## src/rtl/immenc_pkg.sv

```systemverilog
// Shared types, opcodes and helpers for the RISC-V immediate encoder.
// The IMMENC_CHECK_EN build option is consumed by immenc_check and immenc.
package immenc_pkg;

    typedef enum logic [2:0] {
        FMT_I = 3'd0,
        FMT_S = 3'd1,
        FMT_B = 3'd2,
        FMT_U = 3'd3,
        FMT_J = 3'd4
    } imm_fmt_e;

    typedef enum logic [1:0] {
        ERR_NONE  = 2'd0,
        ERR_RANGE = 2'd1,
        ERR_ALIGN = 2'd2,
        ERR_FMT   = 2'd3
    } err_code_e;

    localparam logic [6:0] OP_IMM    = 7'h13;
    localparam logic [6:0] OP_STORE  = 7'h23;
    localparam logic [6:0] OP_BRANCH = 7'h63;
    localparam logic [6:0] OP_LUI    = 7'h37;
    localparam logic [6:0] OP_JAL    = 7'h6F;

    typedef struct packed {
        logic [2:0]  fmt;
        logic [31:0] imm;
        logic [6:0]  opcode;
        logic [4:0]  rd;
        logic [4:0]  rs1;
        logic [4:0]  rs2;
        logic [2:0]  funct3;
    } req_t;

    // True when value[31:msb] are all equal, i.e. it sign-extends from bit msb.
    function automatic logic fits_signed(input logic [31:0] value, input int unsigned msb);
        logic [31:0] mask;
        mask = 32'hFFFF_FFFF << msb;
        return ((value & mask) == 32'h0000_0000) || ((value & mask) == mask);
    endfunction

    // Scatter the immediate and register fields into the format's bit layout.
    function automatic logic [31:0] pack_instr(input req_t r);
        logic [31:0] word;
        case (r.fmt)
            FMT_I:   word = {r.imm[11:0], r.rs1, r.funct3, r.rd, r.opcode};
            FMT_S:   word = {r.imm[11:5], r.rs2, r.rs1, r.funct3, r.imm[4:0], r.opcode};
            FMT_B:   word = {r.imm[12], r.imm[10:5], r.rs2, r.rs1, r.funct3,
                             r.imm[4:1], r.imm[11], r.opcode};
            FMT_U:   word = {r.imm[31:12], r.rd, r.opcode};
            FMT_J:   word = {r.imm[20], r.imm[10:1], r.imm[11], r.imm[19:12], r.rd, r.opcode};
            default: word = 32'h0000_0000;
        endcase
        return word;
    endfunction

endpackage

```

## src/rtl/immenc_check.sv

```systemverilog
// Combinational representability check of an immediate for its format.
// Range/alignment checks exist only when IMMENC_CHECK_EN is defined.
module immenc_check
    import immenc_pkg::*;
(
    input  logic [2:0]  fmt,
    input  logic [31:0] imm,
    output logic        err,
    output logic [1:0]  code
);

    err_code_e code_s;

    // Bad format outranks misalignment, which outranks range.
    always_comb begin
        code_s = ERR_NONE;
        case (fmt)
`ifdef IMMENC_CHECK_EN
            FMT_I, FMT_S: begin
                if (!fits_signed(imm, 32'd11)) code_s = ERR_RANGE;
                else                           code_s = ERR_NONE;
            end
            FMT_B: begin
                if (imm[0])                         code_s = ERR_ALIGN;
                else if (!fits_signed(imm, 32'd12)) code_s = ERR_RANGE;
                else                                code_s = ERR_NONE;
            end
            FMT_U: begin
                if (imm[11:0] != 12'h000) code_s = ERR_RANGE;
                else                      code_s = ERR_NONE;
            end
            FMT_J: begin
                if (imm[0])                         code_s = ERR_ALIGN;
                else if (!fits_signed(imm, 32'd20)) code_s = ERR_RANGE;
                else                                code_s = ERR_NONE;
            end
`else
            FMT_I, FMT_S, FMT_B, FMT_U, FMT_J: code_s = ERR_NONE;
`endif
            default: code_s = ERR_FMT;
        endcase
    end

    assign code = code_s;
    assign err  = (code_s != ERR_NONE);

`ifndef IMMENC_CHECK_EN
    logic unused_imm_s;
    assign unused_imm_s = ^imm;
`endif

endmodule

```

## src/rtl/immenc.sv

```systemverilog
// Two-stage RISC-V instruction encoder with valid/ready on both sides.
// IMMENC_CHECK_EN enables range/alignment checks and the error counter.
module immenc
    import immenc_pkg::*;
#(
    parameter int CNT_W = 16
) (
    input  logic             clk,
    input  logic             rst,
    input  logic             in_valid,
    output logic             in_ready,
    input  logic [2:0]       in_fmt,
    input  logic [31:0]      in_imm,
    input  logic [6:0]       in_opcode,
    input  logic [4:0]       in_rd,
    input  logic [4:0]       in_rs1,
    input  logic [4:0]       in_rs2,
    input  logic [2:0]       in_funct3,
    output logic             out_valid,
    input  logic             out_ready,
    output logic [31:0]      out_instr,
    output logic             out_err,
    output logic [1:0]       out_err_code,
    output logic [CNT_W-1:0] out_err_cnt
);

    req_t        in_req_s;
    logic        chk_err_s;
    logic [1:0]  chk_code_s;

    req_t        s1_req_r;
    logic        s1_valid_r;
    logic        s1_err_r;
    logic [1:0]  s1_code_r;

    logic        s2_valid_r;
    logic [31:0] s2_instr_r;
    logic        s2_err_r;
    logic [1:0]  s2_code_r;

    logic        s1_advance_s;
    logic        s2_advance_s;

    assign in_req_s = '{fmt: in_fmt, imm: in_imm, opcode: in_opcode, rd: in_rd,
                        rs1: in_rs1, rs2: in_rs2, funct3: in_funct3};

    immenc_check u_check (
        .fmt  (in_fmt),
        .imm  (in_imm),
        .err  (chk_err_s),
        .code (chk_code_s)
    );

    assign s2_advance_s = !s2_valid_r || out_ready;
    assign s1_advance_s = !s1_valid_r || s2_advance_s;
    assign in_ready     = s1_advance_s;

    // Stage 1: capture the request together with its check result.
    always_ff @(posedge clk) begin
        if (rst) begin
            s1_valid_r <= 1'b0;
            s1_req_r   <= '0;
            s1_err_r   <= 1'b0;
            s1_code_r  <= 2'd0;
        end else if (s1_advance_s) begin
            s1_valid_r <= in_valid;
            if (in_valid) begin
                s1_req_r  <= in_req_s;
                s1_err_r  <= chk_err_s;
                s1_code_r <= chk_code_s;
            end
        end
    end

    // Stage 2: packed word; held while the consumer stalls.
    always_ff @(posedge clk) begin
        if (rst) begin
            s2_valid_r <= 1'b0;
            s2_instr_r <= 32'h0000_0000;
            s2_err_r   <= 1'b0;
            s2_code_r  <= 2'd0;
        end else if (s2_advance_s) begin
            s2_valid_r <= s1_valid_r;
            if (s1_valid_r) begin
                s2_instr_r <= pack_instr(s1_req_r);
                s2_err_r   <= s1_err_r;
                s2_code_r  <= s1_code_r;
            end
        end
    end

    assign out_valid    = s2_valid_r;
    assign out_instr    = s2_instr_r;
    assign out_err      = s2_err_r;
    assign out_err_code = s2_code_r;

`ifdef IMMENC_CHECK_EN
    logic [CNT_W-1:0] err_cnt_r;

    // Count erroring words as they are handed off, holding at all-ones.
    always_ff @(posedge clk) begin
        if (rst) begin
            err_cnt_r <= {CNT_W{1'b0}};
        end else if (s2_valid_r && out_ready && s2_err_r && (err_cnt_r != {CNT_W{1'b1}})) begin
            err_cnt_r <= err_cnt_r + {{(CNT_W-1){1'b0}}, 1'b1};
        end
    end

    assign out_err_cnt = err_cnt_r;
`else
    assign out_err_cnt = {CNT_W{1'b0}};
`endif

endmodule

```

## config.mk

```make
export PLATFORM = sky130hd
export DESIGN_NAME = immenc
export DESIGN_NICKNAME = d
export VERILOG_FILES = /design/src/rtl/immenc_pkg.sv /design/src/rtl/immenc_check.sv /design/src/rtl/immenc.sv
export SDC_FILE = /design/constraint.sdc
export NUM_CORES = 1
export LEC_CHECK = 0
export BUFFER_PORTS_ARGS = -buffer_cell sky130_fd_sc_hd__clkbuf_2
export CORE_MARGIN = 2
export CORE_UTILIZATION = 40
export DETAILED_ROUTE_END_ITERATION = 7
export PLACE_DENSITY = 0.69
export SYNTH_ARGS = -nofsm -noshare
export SYNTH_HDL_FRONTEND = slang
export SYNTH_SLANG_ARGS = --single-unit
```

## constraint.sdc

```tcl
create_clock -name clk -period 1.8 [get_ports clk]
set_clock_uncertainty 0.2 [all_clocks]
set_input_delay 0 -clock clk [delete_from_list [all_inputs] [get_ports clk]]
set_output_delay 0 -clock clk [all_outputs]
set_load 0.03 [all_outputs]
```

==> flow_summary.json <==
{
  "hp-class": "input pin to register",
  "start_util_pct": 41.7,
  "hold_violations": 0,
  "worst_slack_ps": 117,
  "port_buffers": 100,
  "dpl.hpwl_microns": 7160,
  "crit_chain": "dlygate4sd3_1, clkbuf_2, buf_4, a21oi_1, dlygate4sd3_1",
  "crit_type": "input pin to register",
  "rsz0062_at_grt": "no",
  "slew_headroom_pct": 54.9,
  "area_growth_pct": 35.6,
  "die_h_microns": 103,
  "fp.dieArea_sq_um": 10500,
  "fin_crit_sh_pct": 93.5,
  "grt_use_total_pct": 20.3,
  "viasPerCell": 4.98,
  "period_minus_slack_ps": 1680,
  "avgSynthCellArea_sq_um": 8.49,
  "end_kind": "register",
  "vdd_drop_max_mv": 0.443,
  "ant_nets": 0,
  "setup_viol": 0,
  "ctsRootBufferMaster": "clkbuf_8",
  "path_clk_slew_ps": 100,
  "cp_max_fo": 32,
  "gr-total-overflow": 0,
  "synth-seq-cells": 96,
  "drv_cap": 0,
  "fin_util_pct": 56.5,
  "layout-drive-gt1-share_pct": 23.9,
  "clkSinkCount": 96,
  "cts_buffers": 9,
  "ys_warn_count": 0,
  "cp_common_cell": "dlygate4sd3_1",
  "io_pins": 117,
  "cts_buffer_depth": 2,
  "worst_slew_pin_slew_ps": 676,
  "cp-start-kind": "input pin",
  "power-per-cell-area_nw_per_um2": 833,
  "instances_no_fill": 748,
  "dp_slack_ps": 86.5,
  "grt_max_degree": 38,
  "die_x_microns": 103,
  "final_cell_mix": "nand2_1, clkbuf_2, dfxtp_1",
  "num_antenna_cells": 0,
  "totalNegativeSetupSlack_ps": 0,
  "h-tree-depth": 3,
  "fillCellCount": 861,
  "core-area_sq_um": 9330,
  "place.gp.congestion": 0.822,
  "drcViolationCount": 0,
  "final_common_cell": "nand2_1",
  "slew_viol_final": 0,
  "crit_required_ps": 1860,
  "placedCellCount": 667,
  "synth_area_sq_um": 3890,
  "fmax_mhz": 594,
  "vias": 3724,
  "wl_per_cell_microns": 14.0,
  "cts_tree": "done",
  "grt_pass1_wl_microns": 16700,
  "dr.pass1.iters": 5,
  "p_leak_nw": 2.27,
  "drt_wl_total_microns": 10500,
  "async_reset_ff_share_pct": 0,
  "clock_latency_ps": 370,
  "cpPeakStageDelay_ps": 570,
  "yosys.cell_types.count": 39,
  "nNetsFinal": 678,
  "synth-edff-count": 0,
  "grt_pass1_vias": 3538,
  "outcome": "finished, final reports clean",
  "yosysSeqAreaShare_pct": 49.4,
  "synth-main-ff-cell": "dfxtp_1",
  "cp.arrival_ps": 1740,
  "hold_slack_ps": 184,
  "drtIter0Drc": 241,
  "critPathSlowestCell": "dlygate4sd3_1",
  "syn_inst": 458,
  "num_rows": 35,
  "antenna_found_initial": 0
}
report_power, final:
group          switching [mW]  leakage, nW  internal (mW)  total [mW]
combinational           0.424         1.39          0.311       0.735
sequential             0.0855        0.789           2.24        2.33
clock                   0.803       0.0892          0.531        1.33
total                    1.31         2.27           3.08        4.40
registers in the layout, indices dropped and copies added, names as in the netlist:
signal	flops
out_err_code	1
s1_code_r	1
out_instr	32
out_valid	1
s1_req_r	60
s1_valid_r	1
critical path: cells and delay by family:
family	cells	cell delay [ps]
AOI/OAI and AO/OA	1	70
buffers and inverters	4	1650
repair_timing:
item                       4_1_cts  5_1_grt
setup endpoints to repair        0       31
hold endpoints to repair        71        0
resized for setup                0        1
setup buffers                    0        1
hold buffers                    64        0
path summary, 6_finish.rpt:
| check | start | end | slack (ps) | depth (start not counted) |
|---|---|---|---|---|
| hold / removal | in_imm[14] | s1_req_r[39] | 180 | 4 |
| hold reg to reg | s1_req_r[23] | s1_req_r[23] | 260 | 2 |
| setup reg to reg | s1_req_r[58] | out_instr[11] | 120 | 4 |
| setup / recovery | rst | s1_valid_r | 120 | 5 |
area by class of cell:
cell class                      count  area [sq um]  share of cell area (%)
Clock buffer                        9           124                    2.35
Tap cell                          129           161                    3.06
Inverter                            3          11.3                   0.214
Multi-Input combinational cell    325          1690                    32.0
Clock inverter                      7          61.3                    1.16
Timing Repair Buffer              179          1300                    24.7
Sequential cell                    96          1920                    36.5
cells by family (layout without fill, tap and decap cells):
kind of cell           after synthesis  in the layout  share of synthesized area, %
AO/OA/AOI/OAI                      135            135                          22.3
XOR/XNOR                             1              1                         0.225
buffers and inverters               52            198                          8.85
flip-flops                          96             96                          49.4
multiplexers                         5              5                          1.29
other                                1             16                        0.0964
AND/OR/NAND/NOR                    168            168                          17.9
through the flow:
step / power (mW) / area [sq um]
floorplan: 2.80 / 3950
global placement: 2.98 / 4440
detailed placement: 2.99 / 4440
CTS: 4.41 / 5270
global route: 4.59 / 5270
finish: 4.40 / 5270
metal layers:
metal  up-vias  wire length [microns]  track usage, %
li1       1846                      -               -
met1      1747                   4530            25.4
met2       111                   5270            35.0
met3        20                    487            3.73
met4         0                    210            7.59
met5         -                      0               0
cell usage after synthesis (2+ instances only):
library cell	number	share of area (%)
nand2b_1	2	0.32
nand2_1	126	12
clkbuf_1	11	1.1
buf_6	9	2.6
a32oi_1	4	0.90
dfxtp_1	96	49
buf_2	11	1.4
nor2_1	28	2.7
a221oi_1	14	3.2
a221oi_2	4	1.5
a32o_1	5	1.3
a22oi_1	8	1.5
a211oi_1	2	0.39
o21ai_0	23	3.0
inv_1	2	0.19
buf_4	18	3.5
a21oi_2	2	0.45
a21oi_1	68	8.8
mux2i_1	5	1.3
Power figures use the tool's default switching activity.
